$ cat src/rtl/calc_core.sv
// ============================================================================
// calc_core : register-file calculator, valid/ready instruction port,
//             carry/zero flags, signed SLT and iterative shift-add multiply.
// Revision   : 1.0
// ============================================================================
`default_nettype none

module calc_core #(
    parameter int WIDTH = 4,
    parameter int NREGS = 4,
    parameter int AW    = $clog2(NREGS)
) (
    input  logic             clk,
    input  logic             rst_n,
    input  logic             in_valid,
    output logic             in_ready,
    input  logic [2:0]       control,
    input  logic [AW-1:0]    src_addr,
    input  logic [AW-1:0]    dst_addr,
    input  logic [WIDTH-1:0] immediate,
    input  logic [AW-1:0]    rd_addr,
    output logic [WIDTH-1:0] rd_data,
    output logic             done,
    output logic             carry,
    output logic             zero
);

    localparam int CW = $clog2(WIDTH + 1);
    localparam logic [2:0] c_OP_AND  = 3'b000;
    localparam logic [2:0] c_OP_OR   = 3'b001;
    localparam logic [2:0] c_OP_ADD  = 3'b010;
    localparam logic [2:0] c_OP_MUL  = 3'b011;
    localparam logic [2:0] c_OP_ANDN = 3'b100;
    localparam logic [2:0] c_OP_ORN  = 3'b101;
    localparam logic [2:0] c_OP_SUB  = 3'b110;
    localparam logic [WIDTH:0] c_ONE = {{WIDTH{1'b0}}, 1'b1};

    typedef enum logic [1:0] {
        S_IDLE = 2'd0,
        S_EXEC = 2'd1,
        S_MUL  = 2'd2
    } state_t;

    state_t                 r_state;
    state_t                 w_next_state;
    logic [WIDTH-1:0]       r_regs [NREGS];
    logic [2:0]             r_op;
    logic [AW-1:0]          r_dst;
    logic [2*WIDTH-1:0]     r_mcand;
    logic [WIDTH-1:0]       r_mplier;
    logic [2*WIDTH-1:0]     r_acc;
    logic [CW-1:0]          r_cnt;
    logic                   r_done;
    logic                   r_carry;
    logic                   r_zero;

    logic                   w_accept;
    logic [WIDTH-1:0]       w_a;
    logic [WIDTH-1:0]       w_b;
    logic [WIDTH-1:0]       w_res;
    logic                   w_cout;
    logic [2*WIDTH-1:0]     w_acc_next;

    // Multiplicand/multiplier registers double as the a/b operand latches for single-cycle ops
    assign w_a      = r_mcand[WIDTH-1:0];
    assign w_b      = r_mplier;
    assign in_ready = rst_n && (r_state == S_IDLE);
    assign w_accept = in_valid && in_ready;
    assign rd_data  = r_regs[rd_addr];
    assign done     = r_done;
    assign carry    = r_carry;
    assign zero     = r_zero;

    always_comb begin
        w_res        = '0;
        w_cout       = 1'b0;
        w_acc_next   = r_acc + (r_mplier[0] ? r_mcand : '0);
        w_next_state = r_state;
        case (r_op)
            c_OP_AND:  w_res = w_a & w_b;
            c_OP_OR:   w_res = w_a | w_b;
            c_OP_ADD:  {w_cout, w_res} = {1'b0, w_a} + {1'b0, w_b};
            c_OP_ANDN: w_res = w_a & ~w_b;
            c_OP_ORN:  w_res = w_a | ~w_b;
            c_OP_SUB:  {w_cout, w_res} = {1'b0, w_a} + {1'b0, ~w_b} + c_ONE;
            c_OP_MUL:  w_res = '0;
            default:   w_res[0] = ($signed(w_a) < $signed(w_b));
        endcase
        case (r_state)
            S_IDLE: if (w_accept) w_next_state = (control == c_OP_MUL) ? S_MUL : S_EXEC;
            S_EXEC: w_next_state = S_IDLE;
            S_MUL:  if (r_cnt == CW'(1)) w_next_state = S_IDLE;
            default: w_next_state = S_IDLE;
        endcase
    end

    always_ff @(posedge clk or negedge rst_n) begin
        if (!rst_n) r_state <= S_IDLE;
        else        r_state <= w_next_state;
    end

    always_ff @(posedge clk or negedge rst_n) begin
        if (!rst_n) begin
            for (int i = 0; i < NREGS; i++) r_regs[i] <= '0;
            r_op     <= '0;
            r_dst    <= '0;
            r_mcand  <= '0;
            r_mplier <= '0;
            r_acc    <= '0;
            r_cnt    <= '0;
            r_done   <= 1'b0;
            r_carry  <= 1'b0;
            r_zero   <= 1'b0;
        end else begin
            r_done <= 1'b0;
            case (r_state)
                S_IDLE: begin
                    if (w_accept) begin
                        r_op     <= control;
                        r_dst    <= dst_addr;
                        r_mcand  <= {{WIDTH{1'b0}}, r_regs[src_addr]};
                        r_mplier <= immediate;
                        r_acc    <= '0;
                        r_cnt    <= CW'(WIDTH);
                    end
                end
                S_EXEC: begin
                    r_regs[r_dst] <= w_res;
                    r_carry       <= w_cout;
                    r_zero        <= (w_res == '0);
                    r_done        <= 1'b1;
                end
                S_MUL: begin
                    r_acc    <= w_acc_next;
                    r_mcand  <= r_mcand << 1;
                    r_mplier <= r_mplier >> 1;
                    r_cnt    <= r_cnt - CW'(1);
                    // Final iteration: commit the completed product straight from the adder
                    if (r_cnt == CW'(1)) begin
                        r_regs[r_dst] <= w_acc_next[WIDTH-1:0];
                        r_carry       <= |w_acc_next[2*WIDTH-1:WIDTH];
                        r_zero        <= (w_acc_next[WIDTH-1:0] == '0);
                        r_done        <= 1'b1;
                    end
                end
                default: ;
            endcase
        end
    end

endmodule

`default_nettype wire

$ cat config.mk
export PLATFORM = sky130hd
export DESIGN_NAME = calc_core
export DESIGN_NICKNAME = d
export VERILOG_FILES = /design/src/rtl/calc_core.sv
export SDC_FILE = /design/constraint.sdc
export NUM_CORES = 1
export LEC_CHECK = 0
export ABC_AREA = 1
export ABC_CLOCK_PERIOD_IN_PS = 2000
export CELL_PAD_IN_SITES_DETAIL_PLACEMENT = 1
export CELL_PAD_IN_SITES_GLOBAL_PLACEMENT = 1
export CORE_MARGIN = 3
export CORE_UTILIZATION = 40
export DETAILED_ROUTE_END_ITERATION = 7
export HOLD_SLACK_MARGIN = 0.03
export PLACE_DENSITY_LB_ADDON = 0.2
export SLEW_MARGIN = 25
export SYNTH_ARGS = -nofsm -noshare
export SYNTH_HDL_FRONTEND = slang
export SYNTH_SLANG_ARGS = --single-unit
$ cat constraint.sdc
create_clock -name clk -period 2 [get_ports clk]
set_input_delay 0.4 -clock clk [delete_from_list [all_inputs] [get_ports clk]]
set_output_delay 0.4 -clock clk [all_outputs]
set_load 0.03 [all_outputs]
==> run summary <==
WL final: 10200 um
final core occ: 51.3%
Synth Area in Compound Gates: 14.5%
Slew @ Worst Pin: 643 ps
antenna violations before repair: 0
H-tree depth: 2
vias in the first global route: 3474
Clock Skews: 3.57 ps
largest net degree at the start of global routing: 50
root buf cell: clkbuf_8
std cell rows: 33
Placed Area: 3980 sq um
VDD IR max: 0.000669 V
Clock Sinks: 49
CTS max path bufs: 2
mux contribution to synthesized area: 0%
largest family of logic cells by synthesized area: simple AND/OR/NAND/NOR gates
core area: 8300 sq um
Max-Cap Viols: 0
Final Cell Area: 4250 sq um
Synth Warn #: 0
nets@finish: 569
later-pin clock latency in the skew report: 310 ps
fill cell count: 1070
Die Ht: 99.1 um
critical path fanouts, max: 4
slew margin rel.: 57.1%
CTS clk-pin slew, worst paths: 90 ps
global-route wire length before repair: 16800 um
Post-Syn Nets: 519
Final min period: 2080 ps
First-pass DRT Iterations: 4
status: finished with violations
Syn Inst Count: 471
Buf/Inv on CP: 3
crit path capture type: flop
Synth Area in Adders: 12.2%
IO Port Bufs: 23
unrepaired setup endpoints after global routing: yes
crit-path max cell delay: 520 ps
Synth Area in XOR/XNOR: 1.26%
cts hold-fix bufs: 0
Power, Total: 0.00583 W
Vias/cell: 5.20
via count: 3262
register area share after synthesis: 35.3%
fmax: 0.481 GHz
post-synthesis register bit count: 49
Tot GR Track Use: 21.3%
area delta synth->final: 22.6%
final hold vios: 0
Arrival @ worst endpoint: 2280 ps
leak pwr: 2.16 nW
CP Class: reg2reg
Slew Viols, Final: 0
Post-route DRC: 0
cells along the critical path: ha_2 -> buf_6 -> inv_2 -> fa_2 -> inv_2 -> nand3_2 -> nand2_1 -> nor2_1 -> nand2_2 -> o21ai_4 -> o21ai_1
number of distinct library cells after synthesis: 39
slowest stage cell, crit path: fa_2
Die W: 99.1 um
GRT overflow: 0
IO Pins: 24
cell family with most CP delay: adder cells
Worst EP required: 2200 ps
WL per Instance: 16.3 um
Critical Path Start Type: flop
Routed Antenna Nets: 0
failing checks: setup timing
CTS Buf Count: 5
post-DP HPWL: 7960 um
Hold WC Path Type: in2async
proportion of layout cells with a drive suffix above 1: 20.9%
Die Area: 9830 sq um
Final setup viols: 6
Synth Area per Inst: 7.37 sq um
pwr/cell area: 1370 nW/um^2
crit share post-route: 104%
most frequent cell on the critical path: inv_2
RD Place Congestion: 0.828
DR iter-0 viols: 113
Netlist Area Pre-Place: 3470 sq um
simple-gate share of the synthesized area: 26.6%
CTS tree: built
Initial Util: 41.8%
# diodes: 0
final worst slack: -79.0 ps
[per-stage QoR]
step	instances	setup TNS, ps	setup slack (ps)	hold WS (ps)
6_report	627	-381	-79.0	294
3_5_place_dp	618	-1630	-369	481
4_1_cts	626	-286	-85.3	328
3_3_place_gp	618	-587	-316	473
2_1_floorplan	471	0	106	104
5_1_grt	627	-1770	-184	340
[power breakdown]
| part | total, W | switching, W | internal, W |
|---|---|---|---|
| combinational | 0.00354 | 0.00221 | 0.00133 |
| sequential | 0.00169 | 0.000359 | 0.00133 |
| clock | 0.000606 | 0.000356 | 0.000250 |
| total | 0.00583 | 0.00293 | 0.00291 |
[cell families (layout without fill, tap and decap cells)]
family	Yosys count	in the layout
AOI/OAI and AO/OA	89	89
xor gates and xnor gates	5	5
adders and majority gates	32	32
buffers and inverters	86	137
DFF	49	49
and+or+nand+nor	210	210
[cells in the final DEF, fill, tap and decap left out, drive strengths merged, types with 3 or more instances in the layout]
cell           instances
o21ai                 55
clkinv                 4
nand3b                 3
nor2                  40
a21oi                 17
dfrtp                 49
clkbuf                 6
inv                   74
fa                     3
clkdlybuf4s50         15
nand4                  5
nand3                 35
nand2                122
xor2                   3
buf                   35
o211ai                 3
o22ai                 11
ha                    29
[flip-flops by register name, summed over array words and instances, names as in the netlist]
signal / cells
r_regs: 16
r_acc: 8
done: 1
r_state: 2
r_dst: 2
r_cnt: 3
zero: 1
r_op: 3
r_mplier: 4
carry: 1
r_mcand: 8
[layout make-up]
type	count	area, sq um	area share (%)
clock buffer	6	72.6	1.71
clock inverter	2	13.8	0.324
inverter	76	289	6.79
multi-input combinational	336	2060	48.5
sequential	49	1230	28.8
tap	105	131	3.09
timing repair buffer	53	458	10.8
[cell usage after synthesis]
| cell | n | area [sq um] |
|---|---|---|
| a21boi_0 | 1 | 7.51 |
| a21oi_1 | 16 | 80.1 |
| a21oi_2 | 1 | 8.76 |
| a22o_1 | 1 | 8.76 |
| and3_1 | 1 | 6.26 |
| buf_2 | 5 | 25.0 |
| buf_4 | 3 | 22.5 |
| buf_6 | 1 | 11.3 |
| clkbuf_1 | 1 | 3.75 |
| clkinv_1 | 3 | 11.3 |
| dfrtp_1 | 49 | 1230 |
| fa_1 | 3 | 60.1 |
| ha_1 | 29 | 363 |
| inv_1 | 64 | 240 |
| inv_2 | 8 | 30.0 |
| inv_4 | 1 | 6.26 |
| nand2_1 | 116 | 435 |
| nand2_2 | 5 | 31.3 |
| nand2_4 | 1 | 11.3 |
| nand3_1 | 33 | 165 |
| nand3_2 | 2 | 20.0 |
| nand3b_1 | 3 | 22.5 |
| nand4_1 | 5 | 31.3 |
| nor2_1 | 35 | 131 |
| nor2_2 | 4 | 25.0 |
| nor2_4 | 1 | 11.3 |
| nor3_1 | 1 | 5.00 |
| nor3_4 | 1 | 16.3 |
| o211ai_1 | 3 | 22.5 |
| o21a_1 | 1 | 7.51 |
| o21ai_0 | 40 | 200 |
| o21ai_1 | 11 | 55.1 |
| o21ai_2 | 3 | 26.3 |
| o21ai_4 | 1 | 16.3 |
| o22ai_1 | 11 | 68.8 |
| or2_1 | 1 | 6.26 |
| or2_2 | 1 | 6.26 |
| xnor2_1 | 2 | 17.5 |
| xor2_1 | 3 | 26.3 |
[routing by layer]
metal	global-route usage (%)	wire, um	vias up
li1	-	-	1610
met1	29.2	4720	1605
met2	36.1	5150	36
met3	2.81	204	11
met4	4.62	120	0
met5	0	0	-
[timing repair]
action | CTS | global route
pin swaps | 1 | 15
endpoints found under the setup margin | 23 | 24
buffers inserted | 0 | 1
gates resized for setup | 13 | 39
[final timing paths]
| path | start | cells past startpoint | endpoint | slack (ps) |
|---|---|---|---|---|
| worst max-delay path | r_mplier[0] | 11 | r_regs[13] | -80 |
| worst min-delay path | rst_n | 2 | carry | 290 |
| worst max register to register | r_mplier[0] | 11 | r_regs[13] | -80 |
| worst min register to register | r_regs[5] | 2 | r_regs[5] | 500 |
| max in group asynchronous | rst_n | 2 | r_op[1] | 1270 |
| min in group clk | r_regs[5] | 2 | r_regs[5] | 500 |
Power figures use the tool's default switching activity.
==> RTL edit 1 (same settings) <==
`WIDTH`: 4 -> 2.
--- a/src/rtl/calc_core.sv
+++ b/src/rtl/calc_core.sv
@@ -6,7 +6,7 @@
 `default_nettype none
 
 module calc_core #(
-    parameter int WIDTH = 4,
+    parameter int WIDTH = 2,
     parameter int NREGS = 4,
     parameter int AW    = $clog2(NREGS)
 ) (
Ports: changed (resized immediate and rd_data); port bits go from 24 to 20. The function was not compared with the original's and may differ.
==> RTL edit 1 against the original RTL <==
Area after synthesis down 42%; first-iteration DRC count down 43%; final area down 41%; largest cell class unchanged; power down 37%; worst hold slack better by 0.21 ns; combinational power down 42%; worst setup slack better by 0.17 ns; routed wire length down 44%; maximum frequency up 9.0%; via count down 45%; sequential cell count down 19.
==> RTL edit 1: results <==
set metrics [dict create \
    yosysTopAreaCellShare_pct 37.1 \
    r2r_setup_slack_ns 0.09 \
    grt_max_degree 31 \
    synth_common_cells "44 x nand2_1, 31 x inv_1, 30 x dfrtp_1, 27 x o21ai_0, 23 x nand3_1" \
    crit_fanout 4 \
    cp_slowest_stage_delay_ns 0.46 \
    holdCritPathClass "flop to flop" \
    antenna_found_initial 0 \
    clkLatencyLatePin_ns 0.29 \
    clock_skew_ns 0.00779 \
    slowest_stage "fa_1" \
    nets 319 \
    crit_arrival_ns 2.08 \
    ys_warn_count 0 \
    grt_pass1_vias 1852 \
    slew-limit-headroom_pct 72.9 \
    ctsLongestPathBuffers 2 \
    layout-drive-gt1-share_pct 23.3 \
    drv_slew 0 \
    avgViaCountPerCell 5.11 \
    portBuffers 19 \
    synth_top_flop_cell "dfrtp_1" \
    ys_seq_area_share_pct 37.1 \
    diodes 0 \
    routed_wl_mm 5.69 \
    synth_area_leaders "dfrtp_1 37%, ha_1 11%, nand2_1 8.2%, o21ai_0 6.7%, inv_1 5.8%" \
    p_switching_mw 1.78 \
    clk_pin_slew_ns 0.07 \
    dp_slack_ns 0.0133 \
    n_fill_cell 620 \
    grt_pass1_wl_mm 9.22 \
    hold_depth 1 \
    gp_congestion 0.818 \
    ys_types 33 \
    first_iter_violations 64 \
    dp_cells 338 \
    vias 1787 \
    max-vdd-ir-drop_v 0.000605 \
    cellLeakagePower_nw 1.23 \
    htreeDepth 2 \
    status "completed" \
    final_antenna_net_count 0 \
    fmax_ghz 0.524 \
    reg.largest.list "r_regs x8, r_acc x4, r_mcand x4" \
    cts_root_buffer "clkbuf_8" \
    grt_usage_pct 19.8 \
    synth_fp_nets 283 \
    syn-instance-count 248 \
    dp.final_hpwl_mm 4.08 \
]
==> RTL edit 1: cell count changes after synthesis, moves of 3 or more <==
cell      before  now
buf_2          5    1
inv_1         64   31
o21ai_0       40   27
o21ai_1       11    2
nand2_1      116   44
o22ai_1       11    5
clkinv_1       3    0
nor2_1        35   17
nand3_1       33   23
dfrtp_1       49   30
a21oi_1       16    5
ha_1          29   17
nand4_1        5    2
==> RTL edit 1: worst paths after layout <==
kind,endpoint,start
min in group asynchronous,r_mcand[0],rst_n
min reg2reg,r_cnt[0],r_cnt[0]
max,r_regs[7],r_mcand[0]
min,r_cnt[0],r_cnt[0]
max reg2reg,r_regs[7],r_mcand[0]
max in group asynchronous,r_mplier[0],rst_n
==> RTL edit 1: worst reg2reg max path, stage by stage (launching register included) <==
cell and delay [ns]:
dfrtp_1 0.44, buf_6 0.15, ha_4 0.15, fa_1 0.46, nand3_2 0.07, nand2_1 0.05, inv_1 0.06, nand2_2 0.06
nor2_4 0.15, nand2_4 0.09, nand3_1 0.07, nand2_1 0.05
==> RTL edit 1: kinds of logic (layout without fill, tap and decap cells) <==
logic type,Yosys count,in the layout,share of synthesized area (%)
simple gates,102,102,23.9
compound gates,49,49,14.3
fa+ha+maj,21,21,14.5
xor+xnor,1,1,0.433
buf+inv,45,80,9.71
flops,30,30,37.1
==> RTL edit 1: stage by stage <==
| step | hold WS, ns | cell area [µm²] | TNS [ns] | utilization (%) |
|---|---|---|---|---|
| 3_5_place_dp | 0.490 | 2310 | 0 | 48.1 |
| 6_report | 0.507 | 2510 | 0 | 52.1 |
| 5_1_grt | 0.534 | 2510 | -0.0892 | 52.1 |
| 4_1_cts | 0.502 | 2410 | 0 | 50.1 |
| 2_1_floorplan | 0.104 | 2020 | 0 | - |
| 3_3_place_gp | 0.473 | 2310 | 0 | 48.1 |
==> RTL edit 1: cell type report <==
class	count	area share (%)
multi-input cells	173	45.3
flip-flops and latches	30	30.0
repair buffers	33	11.6
inverters	41	6.43
well taps	67	3.34
clock buffers	6	3.29
==> RTL edit 1: what timing repair did <==
item	4_1_cts	5_1_grt
pin swaps	0	5
resized for setup	1	17
hold endpoints to repair	0	0
setup endpoints to repair	2	7
setup buffers	2	4
==> RTL edit 1: per-layer routing <==
metal | up-vias | global-route usage, % | part of all wire (%)
met5 | - | 0 | 0
met4 | 0 | 5.87 | 1.3
met3 | 7 | 3.87 | 2.5
met2 | 21 | 32.5 | 48
met1 | 886 | 26.5 | 48
li1 | 873 | - | -
==> RTL edit 1: power groups by stage <==
stage,clock network [mW],registers [mW],logic [mW]
after floorplan,0,1.06,1.29
after global placement,0,1.09,1.76
after detailed placement,0,1.10,1.82
after CTS,0.502,1.10,1.87
after global routing,0.546,1.14,2.32
final,0.501,1.11,2.07
==> RTL edit 2 (same flow settings) <==
Without the edit above. Remove the case item `c_OP_ADD` of the case on `r_op`.
--- a/src/rtl/calc_core.sv
+++ b/src/rtl/calc_core.sv
@@ -79,7 +79,6 @@
         case (r_op)
             c_OP_AND:  w_res = w_a & w_b;
             c_OP_OR:   w_res = w_a | w_b;
-            c_OP_ADD:  {w_cout, w_res} = {1'b0, w_a} + {1'b0, w_b};
             c_OP_ANDN: w_res = w_a & ~w_b;
             c_OP_ORN:  w_res = w_a | ~w_b;
             c_OP_SUB:  {w_cout, w_res} = {1'b0, w_a} + {1'b0, ~w_b} + c_ONE;
Behaviour: not the same (Yosys sat finds a counterexample within 4 cycles, from zero or initial values and one cycle with rst_n low).
==> RTL edit 2 against the original RTL <==
Combinational power decreased by 5%; sequential cell count unchanged; worst setup slack improved by 0.025 ns; maximum frequency increased by 1.2%; final area decreased by 2.3%; final cell count decreased by 5.3%; the flow still finishes with violations (setup timing); utilization increased by 1.2 points; critical endpoint is now zero; power decreased by 0.47%; area after synthesis decreased by 3.3%; routed wire length increased by 0.96%.
==> RTL edit 2: results <==
set metrics [dict create \
    max-vdd-ir-drop_v 0.000699 \
    grt_max_degree 50 \
    n_fill_cell 993 \
    syn-instance-count 439 \
    synth_async_sr_flop_share_pct 100 \
    powerComb_mw 3.37 \
    dr.pass1.iters 4 \
    hold_slack_ns 0.296 \
    dp.final_hpwl_mm 7.53 \
    gp_congestion 0.827 \
    ys_types 36 \
    crit_arrival_ns 2.30 \
    grt_usage_pct 20.5 \
    ys_seq_area_share_pct 36.6 \
    layout-drive-gt1-share_pct 21.1 \
    internal-power_mw 2.99 \
    htreeDepth 2 \
    cellLeakagePower_nw 2.07 \
    cts_buffers 5 \
    avgViaCountPerCell 5.32 \
    violations "setup timing" \
    clock_skew_ns 0.00587 \
    first_iter_violations 157 \
    ctsLongestPathBuffers 2 \
    finalSetupViolations 6 \
    portBuffers 23 \
    status "complete, but fails checks" \
    p_seq_mw 1.70 \
    routed_wl_mm 10.3 \
    fin_ws_ns -0.0544 \
    synth_top_flop_cell "dfrtp_1" \
    dp_cells 573 \
    ys_warn_count 0 \
    reg.largest.list "r_regs x16, r_acc x8, r_mcand x8" \
    synth_common_cells "106 x nand2_1, 57 x inv_1, 49 x dfrtp_1, 45 x o21ai_0, 38 x nor2_1" \
    crit_fanout 3 \
    antenna_found_initial 0 \
    holdCritPathClass "input pin to async pin" \
    synth_area_leaders "dfrtp_1 37%, nand2_1 12%, ha_1 11%, o21ai_0 6.7%, inv_1 6.4%" \
    final_cells 594 \
    power.group.top "combinational logic" \
    slew-limit-headroom_pct 56.0 \
    clkLatencyLatePin_ns 0.31 \
    cts_root_buffer "clkbuf_8" \
    grt_pass1_vias 3272 \
    place_area_um2 3760 \
    synth_fp_nets 486 \
    grt_pass1_wl_mm 15.9 \
    clk_pin_slew_ns 0.10 \
    diodes 0 \
    nets 538 \
]
[RTL edit 2: cell types whose count changed in the layout (fill, tap and decap cells not counted), sizes merged, moves of 2 or more]
cell           before  now
nand3              35   19
a21oi              17   14
o22ai              11   14
nand4               5    7
inv                74   64
clkdlybuf4s50      15   17
buf                35   37
clkinvlp            0    2
nand2             122  111
clkinv              4    1
nor3                2    5
nand3b              3    1
[RTL edit 2: layout make-up]
class | count | area, µm² | area share (%)
Timing Repair Buffer | 54 | 457 | 11.0
Clock buffer | 6 | 72.6 | 1.75
Clock inverter | 2 | 38.8 | 0.933
Inverter | 65 | 253 | 6.08
Multi-Input combinational cell | 315 | 1980 | 47.5
Timing Repair inverter | 1 | 5.00 | 0.120
Tap cell | 102 | 128 | 3.07
Sequential cell | 49 | 1230 | 29.5
[RTL edit 2: timing repair]
| item | CTS | global route |
|---|---|---|
| buffers inserted | 3 | 9 |
| endpoints found under the hold margin | 0 | 0 |
| gates cloned | 0 | 1 |
| endpoints found under the setup margin | 8 | 34 |
| pin swaps | 1 | 14 |
| gates resized for setup | 3 | 40 |
[RTL edit 2: path summary, 6_finish.rpt]
| kind | to | depth (start not counted) | start |
|---|---|---|---|
| min in group clk | carry | 2 | carry |
| max in group asynchronous | r_mplier[0] | 2 | rst_n |
| max reg2reg | zero | 10 | r_mcand[0] |
| max | zero | 10 | r_mcand[0] |
| min reg2reg | carry | 2 | carry |
| min | r_regs[7] | 2 | rst_n |
[RTL edit 2: critical path, cell delays in order (launching register included)]
cell	delay [ns]
dfrtp_1	0.42
buf_6	0.13
ha_4	0.14
ha_4	0.13
inv_2	0.04
fa_2	0.60
nor3b_2	0.17
nand3_1	0.12
nand2_1	0.08
inv_1	0.05
a21oi_2	0.10
[RTL edit 2: cells by family (layout without fill, tap and decap cells)]
logic type | Yosys count | in the layout | synth area share (%)
adder cells (fa/ha/maj) | 31 | 31 | 12.0
AO/OA/AOI/OAI | 91 | 91 | 15.9
buffers and inverters | 75 | 128 | 9.66
flip-flops | 49 | 49 | 36.6
AND/OR/NAND/NOR | 188 | 188 | 24.5
XOR/XNOR | 5 | 5 | 1.31
[RTL edit 2: metrics by stage]
step	TNS, ns	setup slack [ns]	total power [mW]
floorplan	0	0.166	3.66
global placement	0	0.00916	4.52
detailed placement	-0.204	-0.0540	4.65
CTS	-0.00531	-0.00531	5.44
global route	-1.98	-0.200	6.27
finish	-0.132	-0.0544	5.81
[RTL edit 2: metal layers]
layer	wire [µm]	share of wire [%]	up-vias	GRT usage [%]
li1	-	-	1521	-
met1	4650	45	1560	28.0
met2	5160	50	63	34.3
met3	345	3.4	14	2.94
met4	144	1.4	0	4.69
met5	0	0	-	0
